[src/rtl/uart_rx_fifo.sv]
// Receive-side byte buffer: drains bytes from the UART receiver over a ready/ack handshake
// and presents them oldest-first to the CPU, with a fill level and a sticky overrun flag.
module uart_rx_fifo #(
  parameter int DATA_W = 8,
  parameter int ADDR_W = 4,
  parameter int DEPTH  = 16
) (
  input  logic              clk,
  input  logic              rst_n,
  input  logic              in_ready,
  input  logic [DATA_W-1:0] in_data,
  output logic              in_ack,
  output logic              out_ready,
  output logic [DATA_W-1:0] out_data,
  input  logic              out_ack,
  input  logic              flush,
  input  logic              clr_overrun,
  output logic [ADDR_W:0]   count,
  output logic              overrun
);

  localparam logic [1:0] IN_IDLE = 2'd0;
  localparam logic [1:0] IN_ACK  = 2'd1;
  localparam logic [1:0] IN_WAIT = 2'd2;

  localparam logic [ADDR_W-1:0] PTR_ONE   = ADDR_W'(1);
  localparam logic [ADDR_W:0]   CNT_ONE   = (ADDR_W + 1)'(1);
  localparam logic [ADDR_W:0]   CNT_DEPTH = (ADDR_W + 1)'(DEPTH);

  logic [1:0]        state;
  logic [ADDR_W-1:0] wr_ptr;
  logic [ADDR_W-1:0] rd_ptr;
  logic [DATA_W-1:0] mem [DEPTH];

  logic push_req;
  logic pop;
  logic full;
  logic push_ok;
  logic drop;

  assign push_req = (state == IN_IDLE) && in_ready;
  assign full     = (count == CNT_DEPTH);
  assign pop      = out_ack && (count != '0) && !flush;
  // A full FIFO still accepts the byte when a pop frees a slot on the same edge.
  assign push_ok  = push_req && !flush && (!full || pop);
  assign drop     = push_req && !flush && full && !pop;

  // NOTE: sequential state is updated with non-blocking assignments so every register
  // samples the pre-edge values regardless of statement order.
  always_ff @(posedge clk or negedge rst_n) begin
    if (!rst_n) begin
      state  <= IN_IDLE;
      in_ack <= 1'b0;
    end else begin
      in_ack <= 1'b0;
      case (state)
        IN_IDLE: if (in_ready) begin
          in_ack <= 1'b1;
          state  <= IN_ACK;
        end
        IN_ACK:  state <= IN_WAIT;
        IN_WAIT: if (!in_ready) state <= IN_IDLE;
        default: state <= IN_IDLE;
      endcase
    end
  end

  always_ff @(posedge clk or negedge rst_n) begin
    if (!rst_n) begin
      wr_ptr <= '0;
      rd_ptr <= '0;
      count  <= '0;
    end else if (flush) begin
      wr_ptr <= '0;
      rd_ptr <= '0;
      count  <= '0;
    end else begin
      if (push_ok) wr_ptr <= wr_ptr + PTR_ONE;
      if (pop)     rd_ptr <= rd_ptr + PTR_ONE;
      if (push_ok && !pop)      count <= count + CNT_ONE;
      else if (pop && !push_ok) count <= count - CNT_ONE;
    end
  end

  // NOTE: the storage array has no reset; stale entries are never visible because
  // out_data is gated by count, and leaving it unreset lets it map onto plain RAM.
  always_ff @(posedge clk) begin
    if (push_ok) mem[wr_ptr] <= in_data;
  end

  always_ff @(posedge clk or negedge rst_n) begin
    if (!rst_n)           overrun <= 1'b0;
    else if (drop)        overrun <= 1'b1;
    else if (clr_overrun) overrun <= 1'b0;
  end

  // NOTE: every output of this combinational block gets a default first, so no path
  // leaves it unassigned and no latch is inferred.
  always_comb begin
    out_data  = '0;
    out_ready = (count != '0);
    if (out_ready) out_data = mem[rd_ptr];
  end

endmodule

[config.mk]
export PLATFORM = sky130hd
export DESIGN_NAME = uart_rx_fifo
export DESIGN_NICKNAME = d
export VERILOG_FILES = /design/src/rtl/uart_rx_fifo.sv
export SDC_FILE = /design/constraint.sdc
export NUM_CORES = 1
export LEC_CHECK = 0
export CORE_MARGIN = 2
export CORE_UTILIZATION = 40
export DETAILED_ROUTE_END_ITERATION = 6
export GPL_TIMING_DRIVEN = 0
export HOLD_SLACK_MARGIN = 0.05
export PLACE_DENSITY = 0.58
export SETUP_SLACK_MARGIN = 0.4
export SYNTH_ARGS = -nofsm -noshare
export SYNTH_HDL_FRONTEND = slang
export SYNTH_SLANG_ARGS = --single-unit
[constraint.sdc]
create_clock -name clk -period 5.3 [get_ports clk]
set_clock_uncertainty 0.05 [all_clocks]
set_input_delay 1.325 -clock clk [delete_from_list [all_inputs] [get_ports clk]]
set_output_delay 1.325 -clock clk [all_outputs]
set_load 0.01 [all_outputs]
==> qor.txt <==
Max-cap violations -> 0
WHS -> 443.3 ps
Synth area leaders -> edfxtp_1 63%, mux4_2 12%, dfrtp_1 7.0%
Average size of a mapped cell -> 18.17 um2
Htree depth -> 4
Reg2reg start -> count[1]$_DFFE_PN0P_
Multi-input gate area -> 0.001683 mm2
Synth warn -> 0
Yosys top cell by area -> edfxtp_1
Drt drc -> 0
Rel. slew slack -> 39.62%
Port Buffers -> 27
DR vias/cell -> 5.350
Pre-CTS WS -> 993.5 ps
Worst hold stages -> 1
Crit path to -> out_data[3]
Synth cell types -> 41
Util after Layout -> 47.84%
Register area -> 0.004269 mm2
Root buf cell -> clkbuf_16
Largest fanout on the critical path -> 10
Number of placed instances, taps included -> 554
Height of the die -> 127.4 um
Area delta synth->final -> 18.13%
Layout Nets -> 409
Post-DP HPWL -> 8073 um
Synth Flop Type -> edfxtp_1
Worst skew pair latency -> 420 ps
Design area -> 0.007192 mm2
Vias -> 3130
Antenna violations before repair -> 0
Post-Synthesis Cells -> 335
Fmax -> 213.3 MHz
Peak supply drop -> 0.2288 mV
Die width -> 127.4 um
Fin crit period -> 4689 ps
First-pass GRT wire length -> 19310 um
Worst reg-to-reg setup slack -> 2220 ps
Cell Area, Synth -> 0.006088 mm2
Power per Cell Area -> 452.2 mW/mm2
Largest net degree at the start of global routing -> 18
Die ar. -> 0.01622 mm2
R2R Path End -> count[4]$_DFFE_PN0P_
CP Capture Type -> output pin
Worst setup path start -> rd_ptr[0]$_DFFE_PN0P_
Routed WL -> 12500 um
Drt wl/cell -> 21.36 um
Share of the synthesized area in the top cell type -> 63.13%
Fraction of registers with async set/reset -> 11.72%
Part of the Yosys area used for sequential elements -> 70.12%
TritonCTS clock tree -> built
Antenna Nets Post-Route -> 0
Clock transition at the registers of the reported paths -> 60 ps
Final Max Slew Viols -> 0
Worst Tran Pin Value -> 905.7 ps
Crit Path Class -> reg -> out
Overflow after GRT -> 0
Inserted Diodes -> 0
Postcts setup bufs -> 0
Synthesized flop and latch total -> 145
Setup WS post-layout -> 611.3 ps
Overall power -> 3.252 mW
Final std cells w/o fill -> 585
Area post-placement -> 0.006649 mm2
Core Region -> 0.01503 mm2
Layout cell share with drive strength beyond 1 -> 20.65%
Gpl congestion -> 0.7827
WP data arrival -> 3310 ps
Net Count, Synth -> 359
Post-CTS Hold Fix Bufs -> 0
Worst EP required -> 3920 ps
Leak Pwr -> 2.335 nW
Unrepaired setup endpoints after global routing -> no
CTS resizes -> 0
Setup-failing EPs final -> 0
Fillcell total -> 1259
Clock Path Buffers -> 2
Crit share post-route -> 88.47%
FP Rows -> 45
Setup TNS -> 0 ps
CP startpoint kind -> register
Total GRT Usage -> 16.65%
Number of global-route vias before repair -> 3167
Initial Util -> 40.50%
Worst min-delay path class -> reg -> reg
Io pins -> 30
Iter 0 DRT Violations -> 241
Fin. Hold Viols -> 0
Inserted Clock Buffers -> 17
CTS Sinks -> 145
Outcome -> completed
Worst Reg-to-Reg Cells -> 9
First-pass DRT Iterations -> 4
Post-synth EDFFs -> 128
==> logic make-up (layout without fill, tap and decap cells) <==
logic type | Yosys count | after routing | synth area share, %
buffers and inverters | 34 | 96 | 2.651
DFF | 145 | 145 | 70.12
xor gates and xnor gates | 5 | 5 | 0.7194
adders and majority gates | 10 | 10 | 2.178
and+or+nand+nor | 57 | 57 | 5.425
AOI/OAI and AO/OA | 37 | 37 | 4.542
muxes | 47 | 47 | 14.37
==> worst min-delay path by stage <==
| stage | startpoint | slack [ps] | to |
|---|---|---|---|
| finish | state[1]$_DFFE_PN0P_ | 440 | state[1]$_DFFE_PN0P_ |
| global route | state[1]$_DFFE_PN0P_ | 470 | state[1]$_DFFE_PN0P_ |
| CTS | state[1]$_DFFE_PN0P_ | 440 | state[1]$_DFFE_PN0P_ |
| detailed placement | state[1]$_DFFE_PN0P_ | 430 | state[1]$_DFFE_PN0P_ |
| global placement | state[1]$_DFFE_PN0P_ | 420 | state[1]$_DFFE_PN0P_ |
| floorplan | state[1]$_DFFE_PN0P_ | 400 | state[1]$_DFFE_PN0P_ |
==> cells in the mapped netlist, types with 2 or more instances <==
cell type,n
edfxtp_1,128
mux4_2,32
a211oi_1,17
dfrtp_1,17
mux2i_1,12
inv_1,11
nor2_1,11
nor2b_1,11
and2_1,9
clkbuf_1,9
ha_1,9
buf_2,8
nand3_1,6
a21oi_1,5
nand2_1,5
nor4_1,5
o21ai_0,4
mux2_1,3
o211ai_1,3
xor2_1,3
a211o_1,2
and3_1,2
buf_1,2
nor3b_1,2
o31ai_1,2
xnor2_1,2
==> critical path, stage by stage (launching register included) <==
cell	delay, ps
dfrtp_1	360
buf_2	260
buf_1	550
clkbuf_1	550
a211oi_1	220
a211oi_1	350
clkdlybuf4s50_1	600
==> report_power, final <==
| part | total (mW) | switching [mW] | internal (mW) |
|---|---|---|---|
| clock | 1.10 | 0.464 | 0.640 |
| sequential | 1.33 | 0.0381 | 1.29 |
| combinational | 0.816 | 0.422 | 0.395 |
| total | 3.25 | 0.924 | 2.33 |
==> area by class of cell <==
| cell class | count | area share (%) |
|---|---|---|
| Clock buffer | 18 | 5.967 |
| Clock inverter | 13 | 1.583 |
| Multi-Input combinational cell | 156 | 23.40 |
| Buffer | 22 | 1.583 |
| Inverter | 12 | 0.6611 |
| Sequential cell | 145 | 59.36 |
| Tap cell | 188 | 3.271 |
| Timing Repair Buffer | 31 | 4.175 |
==> registers in the layout (all words and copies together), names as in the netlist <==
name and count:
in_ack 1, state 2, wr_ptr 4, rd_ptr 4
mem 128, overrun 1, count 5
==> placed cells by master, fill, tap and decap left out, drive strengths merged <==
| cell type | count |
|---|---|
| a211o | 2 |
| a211oi | 17 |
| a21oi | 5 |
| a221oi | 1 |
| a31oi | 1 |
| and2 | 9 |
| and3 | 2 |
| buf | 16 |
| bufinv | 1 |
| clkbuf | 28 |
| clkdlybuf4s50 | 27 |
| clkinv | 4 |
| clkinvlp | 6 |
| dfrtp | 17 |
| edfxtp | 128 |
| fa | 1 |
| ha | 9 |
| inv | 14 |
| mux2 | 3 |
| mux2i | 12 |
| mux4 | 32 |
| nand2 | 5 |
| nand3 | 6 |
| nor2 | 12 |
| nor2b | 11 |
| nor3 | 1 |
| nor3b | 2 |
| nor4 | 5 |
| nor4b | 1 |
| o211ai | 3 |
| o21ai | 4 |
| o21bai | 1 |
| o31ai | 2 |
| o32ai | 1 |
| or3 | 1 |
| or3b | 1 |
| or4 | 1 |
| xnor2 | 2 |
| xor2 | 3 |
==> per-layer routing <==
metal	up-vias	track usage (%)	share of wire (%)
met5	-	0	0
met4	0	6.206	1.6
met3	15	3.853	4.8
met2	59	25.23	47
met1	1620	23.71	46
li1	1436	-	-
No activity file was read; power rests on OpenSTA's default activity.
